**src/rtl/spi_txn_arbiter.sv**
```systemverilog
// Round-robin arbiter that lets NREQ requesters share one SPI master.
// One transaction at a time: IDLE (arbitrate) -> START -> WAIT (done/timeout) -> RESP.
module spi_txn_arbiter #(
  parameter int NREQ    = 2,
  parameter int DW      = 16,
  parameter int TIMEOUT = 1023
) (
  input  logic               clk,
  input  logic               reset,
  input  logic [NREQ-1:0]    req_valid_i,
  output logic [NREQ-1:0]    req_ready_o,
  input  logic [NREQ*DW-1:0] req_data_i,
  input  logic [NREQ-1:0]    req_slave_i,
  output logic [NREQ-1:0]    rsp_valid_o,
  output logic [DW-1:0]      rsp_data_o,
  output logic               rsp_err_o,
  output logic               m_start_o,
  output logic [DW-1:0]      m_data_o,
  output logic               m_cs1_sel_o,
  output logic               m_cs2_sel_o,
  input  logic               m_done_i,
  input  logic [DW-1:0]      m_rx_data_i,
  output logic [2:0]         grant_id_o,
  output logic               busy_o
);

  typedef enum logic [1:0] {S_IDLE, S_START, S_WAIT, S_RESP} state_e;

  state_e          state_q, state_d;
  logic [2:0]      last_grant_q, last_grant_d;
  logic [2:0]      id_q, id_d;
  logic [DW-1:0]   data_q, data_d;
  logic            slave_q, slave_d;
  logic [15:0]     timer_q, timer_d;
  logic [DW-1:0]   rsp_data_q, rsp_data_d;
  logic            rsp_err_q, rsp_err_d;

  logic            win_found_s;
  logic [2:0]      win_id_s;
  logic [3:0]      cand_s;
  logic            active_s;

  // Round-robin search starting just after the previous owner.
  always_comb begin
    win_found_s = 1'b0;
    win_id_s    = 3'd0;
    cand_s      = 4'd0;
    for (int k = 1; k <= NREQ; k++) begin
      cand_s = {1'b0, last_grant_q} + 4'(k);
      if (cand_s >= 4'(NREQ)) begin
        cand_s = cand_s - 4'(NREQ);
      end else begin
        cand_s = cand_s;
      end
      for (int i = 0; i < NREQ; i++) begin
        if (!win_found_s && cand_s == 4'(i) && req_valid_i[i]) begin
          win_found_s = 1'b1;
          win_id_s    = 3'(i);
        end else begin
          win_found_s = win_found_s;
        end
      end
    end
  end

  // State and datapath registers.
  always_ff @(posedge clk) begin
    if (reset) begin
      state_q      <= S_IDLE;
      last_grant_q <= 3'(NREQ - 1);
      id_q         <= 3'd0;
      data_q       <= '0;
      slave_q      <= 1'b0;
      timer_q      <= 16'd0;
      rsp_data_q   <= '0;
      rsp_err_q    <= 1'b0;
    end else begin
      state_q      <= state_d;
      last_grant_q <= last_grant_d;
      id_q         <= id_d;
      data_q       <= data_d;
      slave_q      <= slave_d;
      timer_q      <= timer_d;
      rsp_data_q   <= rsp_data_d;
      rsp_err_q    <= rsp_err_d;
    end
  end

  // Next-state logic; m_done is only honoured in WAIT and beats a same-cycle timeout.
  always_comb begin
    state_d      = state_q;
    last_grant_d = last_grant_q;
    id_d         = id_q;
    data_d       = data_q;
    slave_d      = slave_q;
    timer_d      = timer_q;
    rsp_data_d   = rsp_data_q;
    rsp_err_d    = rsp_err_q;
    case (state_q)
      S_IDLE: begin
        if (win_found_s) begin
          id_d    = win_id_s;
          for (int i = 0; i < NREQ; i++) begin
            if (win_id_s == 3'(i)) begin
              data_d  = req_data_i[i*DW +: DW];
              slave_d = req_slave_i[i];
            end else begin
              data_d  = data_d;
            end
          end
          state_d = S_START;
        end else begin
          state_d = S_IDLE;
        end
      end
      S_START: begin
        timer_d = 16'd0;
        state_d = S_WAIT;
      end
      S_WAIT: begin
        if (m_done_i) begin
          rsp_data_d = m_rx_data_i;
          rsp_err_d  = 1'b0;
          state_d    = S_RESP;
        end else if (timer_q == 16'(TIMEOUT - 1)) begin
          rsp_data_d = '0;
          rsp_err_d  = 1'b1;
          state_d    = S_RESP;
        end else begin
          timer_d = timer_q + 16'd1;
        end
      end
      S_RESP: begin
        last_grant_d = id_q;
        state_d      = S_IDLE;
      end
      default: begin
        state_d = S_IDLE;
      end
    endcase
  end

  // Per-requester handshake decode.
  always_comb begin
    req_ready_o = '0;
    rsp_valid_o = '0;
    for (int i = 0; i < NREQ; i++) begin
      req_ready_o[i] = (state_q == S_IDLE) && win_found_s && (win_id_s == 3'(i));
      rsp_valid_o[i] = (state_q == S_RESP) && (id_q == 3'(i));
    end
  end

  assign active_s    = (state_q == S_START) || (state_q == S_WAIT);
  assign m_start_o   = (state_q == S_START);
  assign m_data_o    = data_q;
  assign m_cs1_sel_o = active_s && !slave_q;
  assign m_cs2_sel_o = active_s && slave_q;
  assign rsp_data_o  = rsp_data_q;
  assign rsp_err_o   = rsp_err_q;
  assign grant_id_o  = id_q;
  assign busy_o      = (state_q != S_IDLE);

endmodule

```
**config.mk**
```make
export PLATFORM = sky130hd
export DESIGN_NAME = spi_txn_arbiter
export DESIGN_NICKNAME = d
export VERILOG_FILES = /design/src/rtl/spi_txn_arbiter.sv
export SDC_FILE = /design/constraint.sdc
export NUM_CORES = 1
export LEC_CHECK = 0
export ABC_AREA = 0
export CAP_MARGIN = 30
export CORE_ASPECT_RATIO = 0.75
export CORE_MARGIN = 2
export CORE_UTILIZATION = 35
export CTS_CLUSTER_SIZE = 16
export DETAILED_ROUTE_END_ITERATION = 10
export PLACE_DENSITY = 0.77
export RECOVER_POWER = 50
export SYNTH_ARGS = -nofsm -noshare
export SYNTH_HDL_FRONTEND = slang
export SYNTH_SLANG_ARGS = --single-unit
```
**constraint.sdc**
```tcl
create_clock -name clk -period 2.7 [get_ports clk]
set_input_delay 0.27 -clock clk [delete_from_list [all_inputs] [get_ports clk]]
set_output_delay 0.27 -clock clk [all_outputs]
set_load 0.01 [all_outputs]
```
Yosys cells after proc, flatten, opt, wreduce, memory -nomap -nowiden:

Cells that the tools add are included.

* input bits: 55
* flip-flop bits (word level): 58
* output and inout port bits: 44

* multiplexer cells: 24
* eq/ne operators: 11
* add/subtract/negate cells: 5
* $lt $le $gt $ge: 2
* reduce and logical (&&, ||, !) cells: 32

Operator list (number)
* 2-to-1 mux 16 bit: 6
* one-hot mux 16 bit (2 select lines): 1
* adder 16 x 1 -> 16 bit, second input constant: 1
* equality test 16 x 10 -> 1 bit, second input constant: 1
* logical AND 1 bit: 14
* 2-to-1 mux 1 bit: 10
* equality test 4 x 1 -> 1 bit, second input constant: 2
* >= comparator 4 x 2 -> 1 bit, second input constant: 2
* zero test 4 bit: 2
* 2-to-1 mux 4 bit: 2
* one-hot mux 2 bit (4 select lines): 1
* nonzero test 2 bit: 4
* subtractor 4 x 2 -> 4 bit, second input constant: 2
* equality test 3 x 1 -> 1 bit, second input constant: 2
* zero test 3 bit: 2
* 2-to-1 mux 3 bit: 2
* AND reduction 3 bit: 2
* adder 3 x 1 -> 4 bit, second input constant: 1
* adder 3 x 2 -> 4 bit, second input constant: 1
* equality test 2 bit, second input constant: 2
* zero test 1 bit: 4
* 2-to-1 mux 2 bit: 2
* inequality test 2 bit, second input constant: 2
* AND reduction 2 bit: 2
* other kinds (4): 4

Logic depth before layout (Yosys ltp):

* depth in word-level cells: 21
* mapped depth: 8
* mapped depth without buffers: 6

Least setup slack after synthesis:

No wires, ideal clock.

* kind: reg-to-reg
* from: reg timer_q[0]
* to: reg timer_q[3]
* arrival: 1.857 ns
* buffers on the path: 1
* clock period less this slack: 1.958 ns
* library setup time: 0.101 ns
* stages on the path, launching flop included: 8
* path slack: 0.742 ns
* data required time: 2.599 ns
* cells stage by stage: dfxtp_1 inv_1 ha_1 or4b_4 o41ai_4 buf_6 o211ai_1 o41ai_1

* word-level cells in the longest chain between the ends: 4
* elaborated cells between the ends (all ways): 7
* those cells by class: add/sub: 1; eq/ne: 2; mux: 3; reduce/logical: 1

Ends and longest elaborated chain
* start, declared: RTL line 34 `logic [15:0] timer_q, timer_d;`
* start signal, assigned: RTL line 83 `timer_q <= timer_d;`
* adder 16 x 1 -> 16 bit: RTL line 130 `timer_d = timer_q + 16'd1;`
* 2-to-1 mux 16 bit: RTL line 125 `end else if (timer_q == 16'(TIMEOUT - 1)) begin`
* 2-to-1 mux 16 bit: RTL line 121 `if (m_done_i) begin`
* one-hot mux 16 bit (2 select lines): RTL line 99 `case (state_q)`

Parallel ways exist; a longest one is shown, timed or not. The select of a mux whose other input is x is not followed.
A chain may end at the register's enable or synchronous reset.

Worst setup path in the final report:

* from: reg timer_q[1]
* to: reg timer_q[8]

Same word-level chain as after synthesis.

==> metrics <==
status complete, no violations; largest net degree at the start of global routing 27; postcts setup bufs 0; commonest non-fill, non-tap cell in the layout clkdlybuf4s50_1; total wire length 6850 um; register bit total from synthesis 54; RR Startpoint timer_q[1]; CP bufs+invs 1; drt drc 0; Detailed Routing Iterations Pass 1 5; WS Path Type register to register; Final min period roughly 2.4 ns; Psw around 0.88 mW; Seq/Total Area, Yosys 44.9%; routed via count 2,443; Post-DP HPWL 4950 um; critical-path cell list ha_1 -> or4b_1 -> o41ai_4 -> buf_4 -> o211ai_1 -> nand2_1; Die ar. 7570 um^2; most frequent cells in the layout clkdlybuf4s50_1, dfxtp_1, dlygate4sd3_1; Cell Count, Final, Fillers Out 432; Hold Violations, Final 0; clock latency on the worst-skew pair 0.31 ns; Placer Congestion 0.839; Clock transition at path regs roughly 0.10 ns; Fillers 612; slew of the pin with the lowest slew margin between 1 and 1.5 ns; H-tree levels 2; max incr delay on CP 0.77 ns; Seq pwr share 39.4%; Main synth FF type dfxtp_1; Layout area overhead 46.4%; critical path launch point type register; Power per Cell Area approximately 700 nW/um^2; TritonCTS clock tree built; Core ar. 6730 um^2; critical path's slowest cell o41ai_4; Critical Path Sink Type register; Avg Vias per Cell 5.66; remaining antenna violation count 0; Mapped Cells 253; hold_buf cts 0; Async S/R FF share, synth 0%; crit-path leading delay family compound AO/OA/AOI/OAI gates; RSZ-0062 raised after global routing no; area of the mapped netlist 2410 um^2; drt first-iter violations 178; worst hold start rsp_data_o[0]; critical path launch point timer_q[1]; ant diodes 0; nets 409; Worst VDD drop 0.000389 V; first-pass GRT wire length approximately 10,000 um; HP Class register to register; Reg2Reg Capture Point timer_q[8]; Post-Place Cells 425; die height around 76 um; Post-synth EDFFs 0; clock power share 18.0%; CTS Buffer Depth 2; worst-path maximum fanout 12; fmax 0.412 GHz; Starting Density 35.8%; Critical Path Stages 6; number of synthesis warnings 0; WHS 0.477 ns; period utilisation layout 89.9%; vias in the first global route 2,163; global route overflow 0; Leak Pwr between 1 and 1.5 nW; die width 99.8 um; GRT Total Usage 17.1%; Port Buf Inserts 96; Combinational Power Share 42.6%; WL per Instance 15.9 um; Avg Cell Area, Syn 9.52 um^2; Power Total 2.44 mW; initial antenna violation count 0; Worst Reg2Reg Path Length in Cells 6; Ports 99; max-cap violation count 0; CTS Sinks 54; layout cells sized above 1 approximately 7.5%; CP required between 2 and 3 ns; max_slew headroom 19.0%; Num CTS Buffers 5; crit path DAT 2.68 ns; internal power 1.56 mW; fin. max-slew vios 0; Synth cell types 52; endpoints failing setup 0; Root Buffer clkbuf_8; FP Rows 26; post-cts gate resize count 0; capture point of the worst path timer_q[8]; Register-to-Register Setup Slack 0.27 ns; final setup TNS 0 ns; Worst Skew 0.0106 ns; switching share of power between 30% and 40%
==> power groups by stage <==
| stage | Sequential, mW | Combinational [mW] | Clock (mW) |
|---|---|---|---|
| floorplan | 1.01 | 0.528 | 0 |
| finish | 0.962 | 1.04 | 0.441 |
| global route | 0.976 | 1.12 | 0.479 |
| global placement | 0.980 | 1.05 | 0 |
| detailed placement | 0.982 | 1.06 | 0 |
| CTS | 0.966 | 1.07 | 0.451 |
==> synthesized netlist by cell type, types with 3 or more instances <==
master / count / area share, %
nor3_1: 3 / 0.62
o21ai_0: 3 / 0.62
a222oi_1: 17 / 7.1
nand3_1: 9 / 1.9
and2_1: 6 / 1.6
nand2b_1: 3 / 0.78
nand4_1: 6 / 1.6
dfxtp_1: 54 / 45
clkbuf_1: 12 / 1.9
or4_1: 4 / 1.2
inv_1: 9 / 1.4
ha_1: 6 / 3.1
o211ai_1: 4 / 1.2
a22o_1: 16 / 5.8
nor2_1: 28 / 4.4
nand2_1: 11 / 1.7
nor2b_1: 4 / 1.0
a21oi_1: 8 / 1.7
==> cells by family (layout without fill, tap and decap cells) <==
| kind of cell | Yosys count | after routing | share of synthesized area [%] |
|---|---|---|---|
| flops | 54 | 54 | 44.9 |
| other cells | 1 | 2 | 0.156 |
| simple gates | 93 | 93 | 20.8 |
| fa+ha+maj | 6 | 6 | 3.12 |
| buf+inv | 25 | 119 | 4.57 |
| compound gates | 72 | 72 | 25.6 |
| mux | 2 | 2 | 0.831 |
==> routing by layer <==
| layer | global-route usage [%] | wire length, um | share of wire, % | up-vias |
|---|---|---|---|---|
| met5 | 0 | 0 | 0 | - |
| li1 | - | - | - | 1155 |
| met2 | 25.5 | 3010 | 44 | 116 |
| met1 | 24.2 | 3210 | 47 | 1163 |
| met3 | 4.50 | 550 | 8.0 | 9 |
| met4 | 5.78 | 78 | 1.1 | 0 |
==> worst min-delay path by stage <==
stage | cells after the start | endpoint | slack, ns
2_1_floorplan | 1 | rsp_err_o | 0.37
3_3_place_gp | 1 | rsp_data_o[6] | 0.46
3_5_place_dp | 1 | rsp_data_o[1] | 0.46
4_1_cts | 1 | rsp_data_o[0] | 0.49
5_1_grt | 1 | rsp_data_o[1] | 0.50
6_report | 1 | rsp_data_o[0] | 0.48
==> sequential cells by signal (all words and copies together), names as in the netlist <==
signal and count:
m_data_o 16, rsp_data_o 16, timer_q 16, state_q 2, grant_id_o 1, last_grant_q 1, rsp_err_o 1, slave_q 1
==> stage by stage <==
step | worst slack [ns] | utilization, % | cell area, um^2
after global routing | 0.123 | 52.4 | 3530
after CTS | 0.326 | 52.5 | 3530
final | 0.273 | 52.4 | 3530
after floorplan | 0.742 | - | 2410
after detailed placement | 0.382 | 51.3 | 3450
after global placement | 0.390 | 51.2 | 3450
==> final cells by class <==
type	instances	area [um^2]	area share [%]
Clock buffer	6	72.6	2.06
Clock inverter	1	7.51	0.213
Inverter	9	33.8	0.958
Multi-Input combinational cell	175	1220	34.5
Sequential cell	54	1080	30.6
Tap cell	84	105	2.98
Timing Repair Buffer	103	1010	28.6
Power figures use the tool's default switching activity.
